### config.mk
export PLATFORM = sky130hd
export DESIGN_NAME = hazard_resolver
export DESIGN_NICKNAME = d
export VERILOG_FILES = /design/src/rtl/hazard_resolver.sv
export SDC_FILE = /design/constraint.sdc
export NUM_CORES = 1
export LEC_CHECK = 0
export ABC_AREA = 1
export BUFFER_PORTS_ARGS = -buffer_cell sky130_fd_sc_hd__buf_2
export CELL_PAD_IN_SITES_DETAIL_PLACEMENT = 1
export CELL_PAD_IN_SITES_GLOBAL_PLACEMENT = 1
export CORE_MARGIN = 8
export CORE_UTILIZATION = 31
export CTS_BUF_LIST = sky130_fd_sc_hd__clkbuf_8
export CTS_CLUSTER_DIAMETER = 200
export DETAILED_ROUTE_END_ITERATION = 8
export HOLD_SLACK_MARGIN = 0.02
export PLACE_DENSITY_LB_ADDON = 0.1
export SYNTH_ARGS = -nofsm -noshare
export SYNTH_HDL_FRONTEND = slang
export SYNTH_SLANG_ARGS = --single-unit
### constraint.sdc
create_clock -name clk -period 1.1 [get_ports clk]
set_input_delay 0.22 -clock clk [delete_from_list [all_inputs] [get_ports clk]]
set_output_delay 0.22 -clock clk [all_outputs]
set_load 0.05 [all_outputs]
### src/rtl/hazard_resolver.sv
// hazard_resolver
// Consumer side of the register-collision interface. Combines the detector's
// per-stage collision flags with locally tracked EX/DM write/load status to
// produce operand forwarding selects, the load-use stall/bubble pair and the
// pipeline-advance enable (which also drives the detector's en). A small
// RUN/WAIT FSM freezes the pipeline while a slow load completes in DM.

module hazard_resolver #(
   parameter int MEM_WAIT = 0,
   parameter int CNT_W    = 4
) (
   input  logic       clk,
   input  logic       rst,
   input  logic       id_use_a,
   input  logic       id_use_b,
   input  logic       id_req_a_zero,
   input  logic       id_req_b_zero,
   input  logic       id_wen,
   input  logic       id_is_load,
   input  logic       flush,
   input  logic       ex_collision_a,
   input  logic       dm_collision_a,
   input  logic       ex_collision_b,
   input  logic       dm_collision_b,
   output logic [1:0] fwd_sel_a,
   output logic [1:0] fwd_sel_b,
   output logic       stall,
   output logic       bubble,
   output logic       pipe_en
);

   localparam logic [0:0]       ST_RUN     = 1'b0;
   localparam logic [0:0]       ST_WAIT    = 1'b1;
   localparam logic [CNT_W-1:0] MEM_WAIT_C = CNT_W'(MEM_WAIT);
   localparam logic [CNT_W-1:0] CNT_ONE    = CNT_W'(1);
   localparam logic [CNT_W-1:0] CNT_ZERO   = CNT_W'(0);

   logic             ex_wen_q,   ex_wen_d;
   logic             ex_load_q,  ex_load_d;
   logic             dm_wen_q,   dm_wen_d;
   logic             dm_load_q,  dm_load_d;
   logic [0:0]       state_q,    state_d;
   logic [CNT_W-1:0] cnt_q,      cnt_d;

   logic hit_ex_a_s, hit_dm_a_s, hit_ex_b_s, hit_dm_b_s;
   logic run_s, lu_s, kill_s;

   // A hit needs a real read of a non-$0 register that a live writer targets.
   assign hit_ex_a_s = ex_collision_a & id_use_a & ~id_req_a_zero & ex_wen_q;
   assign hit_dm_a_s = dm_collision_a & id_use_a & ~id_req_a_zero & dm_wen_q;
   assign hit_ex_b_s = ex_collision_b & id_use_b & ~id_req_b_zero & ex_wen_q;
   assign hit_dm_b_s = dm_collision_b & id_use_b & ~id_req_b_zero & dm_wen_q;

   assign run_s  = (state_q == ST_RUN);
   // A flushed ID instruction never needs its operand, so it never stalls.
   assign lu_s   = run_s & ex_load_q & (hit_ex_a_s | hit_ex_b_s) & ~flush;
   assign kill_s = lu_s | flush;

   // Output decode; while rst is high everything is forced to its idle value.
   always_comb begin
      fwd_sel_a = 2'd0;
      fwd_sel_b = 2'd0;
      stall     = 1'b0;
      bubble    = 1'b0;
      pipe_en   = 1'b1;
      if (rst) begin
         fwd_sel_a = 2'd0;
         fwd_sel_b = 2'd0;
         stall     = 1'b0;
         bubble    = 1'b0;
         pipe_en   = 1'b1;
      end else begin
         // EX holds the youngest value, so it wins over DM.
         if (hit_ex_a_s) begin
            fwd_sel_a = 2'd1;
         end else if (hit_dm_a_s) begin
            fwd_sel_a = 2'd2;
         end else begin
            fwd_sel_a = 2'd0;
         end
         if (hit_ex_b_s) begin
            fwd_sel_b = 2'd1;
         end else if (hit_dm_b_s) begin
            fwd_sel_b = 2'd2;
         end else begin
            fwd_sel_b = 2'd0;
         end
         stall   = lu_s | ~run_s;
         bubble  = lu_s;
         pipe_en = run_s;
      end
   end

   // Next-state: shift tracking while running, count down the load wait otherwise.
   always_comb begin
      ex_wen_d  = ex_wen_q;
      ex_load_d = ex_load_q;
      dm_wen_d  = dm_wen_q;
      dm_load_d = dm_load_q;
      state_d   = state_q;
      cnt_d     = cnt_q;
      case (state_q)
         ST_RUN: begin
            dm_wen_d  = ex_wen_q;
            dm_load_d = ex_load_q;
            ex_wen_d  = id_wen & ~kill_s;
            ex_load_d = id_is_load & ~kill_s;
            if (ex_load_q & ex_wen_q & (MEM_WAIT_C != CNT_ZERO)) begin
               state_d = ST_WAIT;
               cnt_d   = MEM_WAIT_C;
            end else begin
               state_d = ST_RUN;
               cnt_d   = cnt_q;
            end
         end
         ST_WAIT: begin
            cnt_d = cnt_q - CNT_ONE;
            if (cnt_q == CNT_ONE) begin
               state_d = ST_RUN;
            end else begin
               state_d = ST_WAIT;
            end
         end
         default: begin
            state_d = ST_RUN;
            cnt_d   = CNT_ZERO;
         end
      endcase
   end

   // State registers with synchronous reset.
   always_ff @(posedge clk) begin
      if (rst) begin
         ex_wen_q  <= 1'b0;
         ex_load_q <= 1'b0;
         dm_wen_q  <= 1'b0;
         dm_load_q <= 1'b0;
         state_q   <= ST_RUN;
         cnt_q     <= CNT_ZERO;
      end else begin
         ex_wen_q  <= ex_wen_d;
         ex_load_q <= ex_load_d;
         dm_wen_q  <= dm_wen_d;
         dm_load_q <= dm_load_d;
         state_q   <= state_d;
         cnt_q     <= cnt_d;
      end
   end

endmodule

==> results of run 1 <==
[routing by layer]
layer | GRT usage | up-vias | wire (um)
met4 | 0.0369 | 0 | 9
met5 | 0 | - | 0
met2 | 0.252 | 13 | 1180
met3 | 0.0543 | 2 | 86
met1 | 0.163 | 286 | 849
li1 | - | 299 | -
[placed cells by master, fill, tap and decap left out, types with 2 or more instances in the layout]
| cell type | count |
|---|---|
| nand2_4 | 3 |
| buf_8 | 2 |
| dfxtp_1 | 5 |
| nand3_2 | 2 |
| inv_1 | 9 |
| nor2_4 | 3 |
| buf_4 | 14 |
| ha_1 | 2 |
| buf_2 | 12 |
| nand2_2 | 6 |
| nor4_4 | 2 |
| dfxtp_2 | 3 |
| clkbuf_8 | 3 |
| inv_2 | 4 |
| nand2_1 | 10 |
| buf_6 | 11 |
| nor2_1 | 9 |
| o21ai_1 | 2 |
| a21oi_1 | 3 |
[power breakdown]
part	total, mW	internal (mW)	switching, mW
Clock	0.352	0.237	0.115
Sequential	0.299	0.296	0.00351
Combinational	0.117	0.0524	0.0643
Total	0.768	0.585	0.183
[through the flow]
| step | hold slack (ns) | cell area, um^2 | cells |
|---|---|---|---|
| final | 0.327 | 960 | 128 |
| after global routing | 0.348 | 960 | 128 |
| after CTS | 0.324 | 910 | 126 |
| after detailed placement | 0.446 | 747 | 120 |
| after global placement | 0.444 | 747 | 120 |
| after floorplan | 0.282 | 519 | 70 |
[path summary, 6_finish.rpt]
kind	end	from	slack, ns
max reg2reg	ex_wen_q	ex_wen_q	-0.28
min reg2reg	ex_load_q	ex_load_q	0.46
min	ex_load_q	id_is_load	0.33
max	stall	ex_wen_q	-0.35
[cell families (layout without fill, tap and decap cells)]
group,Yosys count,in the layout
compound gates,8,8
fa+ha+maj,2,2
buf+inv,15,57
flops,8,8
simple gates,37,37
[state kept, by name (all words and copies together) (netlist names)]
name       cells
cnt_q          4
dm_wen_q       1
ex_load_q      1
ex_wen_q       1
state_q        1
[worst max-delay path, stage by stage, from the launching register on]
cell	delay, ns
dfxtp_2	0.35
nand2_2	0.08
inv_2	0.06
nand2_2	0.07
nand2_2	0.08
nand2_4	0.07
o21ai_4	0.13
buf_6	0.17
[cell type report]
class                      count  area share
inverter                      15      0.0743
tap                           16      0.0209
clock buffer                   3      0.0430
timing repair buffer          39       0.332
sequential                     8       0.171
multi-input combinational     47       0.359
[repair_timing]
item / CTS / global route
pin swaps: 3 / 5
endpoints found under the setup margin: 8 / 9
setup buffers: 4 / 3
gates resized for setup: 30 / 9
==> results, run 1 <==
- The sequential cells in the finished layout cover a total of 164 um^2.
- The pin count of the biggest net entering global routing is 6.
- Counting cells, the worst reg-to-reg path comes to 11.
- The share of synthesized area in the top cell type comes to 0.351.
- The count of routing violations after the opening detailed-route iteration is 9.
- The number of levels in the clock H-tree is 1.
- The data required time at the worst endpoint is 0.88 ns.
- The cell with the most instances after synthesis is nand2_1.
- The aggregate global routing overflow is 0.
- Routability-driven placement finished with a final weighted congestion of 0.818.
- The number of different library cells in the post-synthesis netlist is 17.
- The complex-gate fraction of the synthesized area came to 0.101.
- The clock tree from TritonCTS is done.
- The first-pass iteration count of the detailed router is 3.
- In this run the power density over the cells is 801 mW/mm^2.
- In the final design database the tool counted 129 nets.
- After legalization and detailed placement, the total HPWL measured 1.31 mm.
- The fraction of final layout cells sized beyond drive strength 1 is 0.625.
- The area occupied by multi-input gates is 344 um^2.
- The overall die height is 54.4 um.
- The static power due to leakage is 0.483 nW.
- The count of fill cells added during filler insertion is 184.
- The master cell of the clock root buffer is clkbuf_8.
- In the synthesized netlist, the number of instances is 70.
- Across the VDD grid, the largest voltage drop is 0.754 mV.
- The final reports fail on setup timing.
- The number of global-route vias before repair is 634.
- The detailed-route wire length per cell is 16.6 um.
- The number of pins with negative max-slew slack in the final report is 0.
- The final-layout setup total negative slack is -2.30 ns.
- The detail route stage leaves a number of antenna-violating nets equal to 0.
- The count of max-cap constraint violations is 0.
- The per-cell via count in the routed design is 4.69.
- The worst pin sits at a relative slew slack of 0.853.
- The adder-cell share of the synthesized area is 0.0548.
- The dominant combinational cell family by area after synthesis is simple AND/OR/NAND/NOR gates.
- Setup repair after global routing could not meet its margin everywhere.
- The maximum net fanout on the critical path is 3.
- Yosys attributes the largest share of cell area to dfxtp_1 (35%), nand2_1 (15%), nor2_1 (9.9%).
- The portion of netlist area occupied by mux cells is 0.
- The sequential element share of the synthesized area is 0.351.
- Summing over every cut layer, the via total after detailed routing is 600.
- The clock network latency to the later pin of the worst-skew pair is 0.23 ns.
- The number of instances on the worst hold path is 5.
- The total area inside the core boundary comes to 0.00144 mm^2.
- During placement, the flow inserted port buffers numbering 19.
- The initial utilization of the core area, before any placement, comes to 0.318.
- The share of synthesized flip-flops with an asynchronous set or reset is 0.
- The setup violation total in the final timing report is 10.
- The initial antenna violation count is 0.
- 20 I/O pins were placed.
- The flow ran to the end, but the final reports show violations.
- After clock tree synthesis, the clock-pin slew on the worst setup and hold paths is 0.04 ns.
- After detailed routing, the number of remaining DRC violations is 0.
- The classification of the worst-slack hold path is in -> reg.
- In this run the deepest clock path goes through 2 buffers.
- The overall global routing resource usage is 0.145.
- The synthesized netlist occupies a cell area of 457 um^2.
- The launching element type of the critical path is a flop.
- Of the total synthesized cell area, the portion taken by XOR and XNOR cells is 0.
- Averaged over all synthesized cells, the footprint is 6.52 um^2.
- The total die area is 0.00296 mm^2.
- The final layout contains routed wiring with a total length of 2.12 mm.
- In this run, post-CTS hold repair placed 0 buffers.
- The post-layout utilization of the core is 0.668.
- After layout, the design draws a total of 0.768 mW.
- The post-synth net total is 85.
- Before CTS, the worst setup slack after placement is -0.244 ns.
- The clock skew is 0.000638 ns.
- The number of hold violations in the final report is 0.
- The CTS buffer count is 3.
- The area growth from synthesis to layout is 110%.
- The first global-routing pass estimated 3.04 mm of wire.
- Static timing analysis puts the maximum clock frequency at 0.689 GHz.
- The number of antenna diodes in the final layout is 0.
- The synthesized design contains 8 register bits.
- The shortest period the worst path allows is 1.45 ns.
- The total number of clock tree sinks is 8.
- Of the total synthesized cell area, the portion taken by AND, OR, NAND and NOR gates is 0.337.
- The floorplan row count is 14.
- Summed over all instances, the cell type with the most area after synthesis is dfxtp_1.
- The least setup slack across all paths after layout is -0.352 ns.
- The kind of capture point of the worst setup path is a primary output.
- Data on the critical path arrives at its endpoint at 1.23 ns.
- The die is 54.4 um wide.
- The critical setup path kind is reg -> out.
- By count the netlist is led by nand2_1 (18), nor2_1 (12), inv_1 (10).
- The Yosys warning count is 0.
- The number of enable flip-flop cells after synthesis is 0.
- At the pin with the least slew margin, the transition time is 0.220 ns.
- The post-route clock period utilization is 1.32.
- The commonest register cell after synthesis is dfxtp_1.
(Power assumes the default switching activity.)
==> run 2: changes to the inputs <==
Settings changed: GPL_TIMING_DRIVEN from default to 0, SKIP_CTS_REPAIR_TIMING from default to 1.
==> results, run 2 (synthesis gave the netlist of run 1 again) <==
- The number of cells on the worst reg-to-reg path is 5.
- The worst pin sits at a relative slew slack of 0.834.
- The finished cells cover 738 um^2.
- The total overflow left after global routing is 0.
- After detailed routing, the total wire length is 1.31 mm.
- The overall die height is 54.4 um.
- Setup total negative slack on the finished layout was measured at -1.60 ns.
- At the later pin of the worst-skew pair, clock insertion delay measures 0.23 ns.
- The number of hold violations in the final report is 0.
- The total die area is 0.00296 mm^2.
- The flow ran to the end, but the final reports show violations.
- The floorplan row count is 14.
- The number of levels in the clock H-tree is 1.
- Setup repair after global routing could not meet its margin everywhere.
- The combinational share of power is 0.104.
- The number of routed nets with antenna violations is 0.
- The clock tree from TritonCTS is done.
- The static power due to leakage is 0.374 nW.
- The placed wire-length estimate is 1.04 mm.
- The worst setup path is launched from a flop.
- The most common cell after layout, fill and taps aside is buf_2.
- The post-detailed-placement cell area is 634 um^2.
- In this run the clock root is driven by a clkbuf_8.
- The post-layout utilization of the core is 0.514.
- The path class of the tightest hold or removal check is in -> reg.
- The largest voltage drop on the vdd net is 0.555 mV.
- The first global-routing pass estimated 2.04 mm of wire.
- The achievable frequency is 0.683 GHz.
- For the finished layout, the period the worst path requires is 1.46 ns.
- The area growth from synthesis to layout is 61.6%.
- The number of buffers on the longest clock path is 2.
- The endpoint of the worst register-to-register path is cnt_q[3].
- The total core area is 0.00144 mm^2.
- The number of pins with negative max-slew slack in the final report is 0.
- Clock-pin slew was measured on the worst setup and hold paths at 0.05 ns.
- The initial antenna violation count was 0.
- The congestion estimate from routability-driven global placement came to 0.701.
- The least setup slack across all paths after layout is -0.363 ns.
- The number of placed instances, taps included, is 105.
- The kind of capture point of the worst setup path is a primary output.
- Detailed routing inserted a total of 492 vias.
- For this block, the initial DRC count from the detailed router was 2.
- The final reports fail on setup timing.
- The count of max-cap constraint violations is 0.
- The setup violation total in the final timing report is 7.
- The post-route clock period utilization is 1.33.
- The x dimension of the die is 54.4 um.
- The effective utilization at floorplan is 0.318.
- For the worst setup path, the data required time is 0.88 ns.
- The total number of clock tree sinks is 8.
- The flip-flop count of the largest register, all copies and words added is 4.
- The worst hold path terminates at dm_wen_q.
- The overall global routing resource usage is 0.0935.
- The clock skew is 0.00182 ns.
- In the layout the commonest cells are buf_2 (13), nand2_1 (12), inv_1 (9), nor2_1 (9).
- Dividing the detail-routed wire length by the instance count gives 12.0 um.
- In the final layout, the share of cells above drive strength 1 is 0.495.
- The first-pass iteration count of the detailed router is 2.
- The hold path startpoint is rst.
- The critical path in this run is classified as reg -> out.
- The CTS buffer count is 3.
- The pin count of the biggest net entering global routing is 7.
- The diode insertion count for antenna repair is 0.
- The internal portion of the total power is 0.563 mW.
- The power density normalized to cell area is 1010 mW/mm^2.
- The register with the most flip-flops in the final layout is cnt_q.
- The share of total power dissipated in the clock network is 0.497.
- The data arrival time at the worst-slack endpoint is 1.24 ns.
- The setup slack after placement is -0.308 ns.
- Dividing the detail-routed via count by the number of cells gives 4.51.
- For this run, the post-layout net count is 110.
- During placement, the flow inserted port buffers numbering 19.
- The finished layout holds 109 standard cells, fillers aside.
- Counting instances, the worst hold path has a depth of 2.
- The beginning of the worst register-to-register path is state_q.
- Summed over all nets, the switching power comes to 0.182 mW.
- The number of global-route vias before repair is 472.
- At the pin with the least slew margin, the transition time is 0.248 ns.
- The internal reg-to-reg setup slack is 0.11 ns.
- The sequential group share of total power is 0.399.
- Along the worst path, the maximum fanout reaches 4.
- For this design the top-level I/O count stands at 20.
- Of the total power, the share spent switching nets is 0.245.
- After detailed routing, the number of remaining DRC violations is 0.
-- run 2: stage by stage --
stage | total power, mW | hold slack (ns)
6_report | 0.745 | 0.231
5_1_grt | 0.780 | 0.233
4_1_cts | 0.748 | 0.232
3_5_place_dp | 0.375 | 0.450
3_3_place_gp | 0.374 | 0.447
2_1_floorplan | 0.342 | 0.282
-- run 2: how the worst max path moves through the flow --
stage | start | to | cells past startpoint
finish | ex_wen_q | stall | 7
detailed placement | ex_wen_q | stall | 7
CTS | ex_wen_q | stall | 7
global route | state_q | stall | 4
floorplan | dm_wen_q | fwd_sel_a[1] | 2
global placement | id_use_b | stall | 8
-- run 2: layout make-up --
type | count | area (um^2)
Tap cell | 16 | 20.0
Clock buffer | 3 | 41.3
Multi-Input combinational cell | 47 | 300
Inverter | 15 | 71.3
Sequential cell | 8 | 165
Timing Repair Buffer | 20 | 140
Fill cell | 201 | 698
-- run 2: per-layer routing --
layer | vias up | share of wire | GRT usage
li1 | 259 | - | -
met1 | 219 | 0.41 | 0.114
met2 | 12 | 0.51 | 0.137
met3 | 2 | 0.067 | 0.0380
met4 | 0 | 0.0077 | 0.0492
met5 | - | 0 | 0
-- run 2: power groups by stage --
stage / sequential, mW / combinational [mW] / clock, mW
floorplan: 0.303 / 0.0382 / 0
global placement: 0.304 / 0.0695 / 0
detailed placement: 0.304 / 0.0713 / 0
CTS: 0.299 / 0.0717 / 0.378
global route: 0.297 / 0.0873 / 0.395
finish: 0.297 / 0.0776 / 0.370
-- run 2: critical path, cell delays in order (launching register included) --
cell and delay [ns]:
dfxtp_4 0.36, nand2_2 0.07, inv_2 0.06, nand2_2 0.06
nand2_2 0.09, nand2_4 0.07, o21ai_4 0.13, buf_6 0.17
==> run 3: changes to the inputs <==
Settings changed: PLACE_DENSITY from default to 0.87, PLACE_DENSITY_LB_ADDON 0.1 to default.
==> results, run 3 (synthesis gave the netlist of run 1 again) <==
- The first-pass iteration count of the detailed router is 2.
- Port buffering added 19 buffers.
- The kind of capture point of the worst setup path is a primary output.
- The number of pins with negative max-slew slack in the final report is 0.
- The combined buffer and inverter count along the critical path is 2.
- The wire length of the first global-routing pass is 2.29 mm.
- The launching element type of the critical path is a flop.
- The number of hold violations in the final report was 0.
- In the routed design, unresolved DRC markers number 0.
- In this run the most used layer during global routing was met2.
- The checks that failed: setup timing.
- The delay contributed by the slowest stage of the critical path is 0.37 ns.
- The cell sitting at the root of the clock tree is a clkbuf_8.
- The final-layout setup total negative slack is -1.70 ns.
- The count of routing violations after the opening detailed-route iteration is 2.
- The post-layout utilization of the core is 0.517.
- Of the cells placed in the final design, the portion with a size suffix greater than 1 is 0.511.
- Walking the worst path, the cells encountered are nand2_4, inv_2, nand2_2, nand2_2, nand2_4, o21ai_4, buf_6.
- The most common cell after layout, fill and taps aside is buf_2.
- Max-cap violations in this run came to 0.
- The flip-flop count of the largest register, all copies and words added is 4.
- The initial antenna violation count came to 0.
- At the later pin of the worst-skew pair, clock insertion delay measures 0.23 ns.
- The number of levels in the clock H-tree is 1.
- In this run the standard cell core region covers 0.00144 mm^2.
- Of the total power, the share spent switching nets is 0.239.
- The sequential group share of total power is 0.404.
- The run finished, with violations left.
- The classification of the worst-slack hold path is in -> reg.
- The hold path startpoint is rst.
- The overall die height is 54.4 um.
- The static power due to leakage is 0.378 nW.
- The critical setup path kind is reg -> out.
- The start point of the critical path is ex_wen_q.
- Excluding fillers, the count of instances in the completed layout stands at 108.
- The instance count after placement with tap cells included is 105.
- The post-route clock period utilization is 1.35.
- The data arrival time at the worst-slack endpoint is 1.26 ns.
- The final route contains 519 vias.
- The area growth from synthesis to layout is 62.7%.
- Data on the critical path is required at its endpoint by 0.88 ns.
- The number of routed nets with antenna violations is 0.
- The net switching power is 0.177 mW.
- The worst slew margin relative to its limit is 0.826.
- Entering global routing, the biggest net connects 7 pins.
- The combinational share of power is 0.107.
- The worst-case IR drop observed on VDD is 0.606 mV.
- The clock skew is 0.00265 ns.
- The cell type group with the largest total delay on the critical path is flip-flops.
- The clock power share is 0.489.
- The placed wire-length estimate is 1.15 mm.
- The detailed-route wire length is 1.48 mm.
- The clock tree from TritonCTS is done.
- The number of global-route vias before repair is 552.
- The largest individual stage delay along the critical path comes from the cell dfxtp_4.
- At the pin with the least slew margin, the transition time is 0.261 ns.
- The initial utilization of the core area, before any placement, comes to 0.318.
- The die covers 0.00296 mm^2.
- The fraction of met2 tracks used by global routing is 0.187.
- The per-cell via count in the routed design is 4.81.
- In this run the critical register-to-register path is launched from state_q.
- After clock tree synthesis, the clock-pin slew on the worst setup and hold paths is 0.04 ns.
- The least setup slack across all paths after layout is -0.381 ns.
- In the global route stage, met1 resource usage came out at 0.104.
- The floorplan row count is 14.
- After detailed routing, the average wire length per cell comes to 13.7 um.
- The library cells used most frequently in the layout, excluding fill and tap cells, are buf_2 (13), nand2_1 (11), inv_1 (9), nor2_1 (9), nand2_2 (6).
- Clock tree synthesis found a total of 8 sinks.
- The power density normalized to cell area is 994 mW/mm^2.
- The routed design could run at a clock period as short as 1.48 ns.
- From left edge to right edge, the die measures 54.4 um.
- The number of buffers on the longest clock path is 2.
- Of all nets on the critical path, the largest fanout is 4.
- Timing would allow up to 0.675 GHz.
- During I/O placement, the number of pins put on the boundary was 20.
- At the end of routability-driven placement, the weighted congestion stood at 0.816.
- The aggregate global routing overflow is 0.
- Setup violations remaining at the end of the flow were counted as 7.
- The internal reg-to-reg setup slack is 0.09 ns.
- Setup repair after global routing could not meet its margin everywhere.
- The diode insertion count for antenna repair is 0.
- The global routing met3 resource utilization is 0.0571.
- The cell-internal power is 0.562 mW.
- In the final design database the tool counted 109 nets.
- The most flop-heavy register is cnt_q.
- For this run, the total global-route usage over all layers was measured as 0.110.
- Clock tree synthesis inserted a total of 3 buffers.
-- run 3: final cells by class --
class                      count  area [um^2]
inverter                      15         71.3
sequential                     8          166
tap                           16         20.0
timing repair buffer          19          136
fill                         189          693
multi-input combinational     47          308
clock buffer                   3         41.3
-- run 3: layer usage --
metal / up-vias / routed length [um]
met5: - / 0
met4: 0 / 55
li1: 261 / -
met3: 5 / 94
met1: 239 / 563
met2: 14 / 766
-- run 3: per-stage QoR --
stage	setup slack [ns]	hold slack (ns)	instance area, um^2	power, mW
2_1_floorplan	-0.154	0.282	519	0.342
3_3_place_gp	-0.273	0.441	634	0.373
3_5_place_dp	-0.298	0.457	634	0.377
4_1_cts	-0.547	0.228	676	0.735
5_1_grt	-0.445	0.232	743	0.770
6_report	-0.381	0.227	743	0.739
-- run 3: worst paths after layout --
kind	end	depth (start not counted)
worst min register to register	ex_load_q	2
worst max register to register	cnt_q[3]	5
worst max-delay path	stall	7
worst min-delay path	dm_wen_q	2
-- run 3: power by group through the flow --
stage | Combinational, mW | Clock, mW | Sequential [mW]
after floorplan | 0.0382 | 0 | 0.303
after global placement | 0.0687 | 0 | 0.304
after detailed placement | 0.0728 | 0 | 0.304
after CTS | 0.0730 | 0.362 | 0.299
after global routing | 0.0887 | 0.382 | 0.299
final | 0.0791 | 0.361 | 0.299
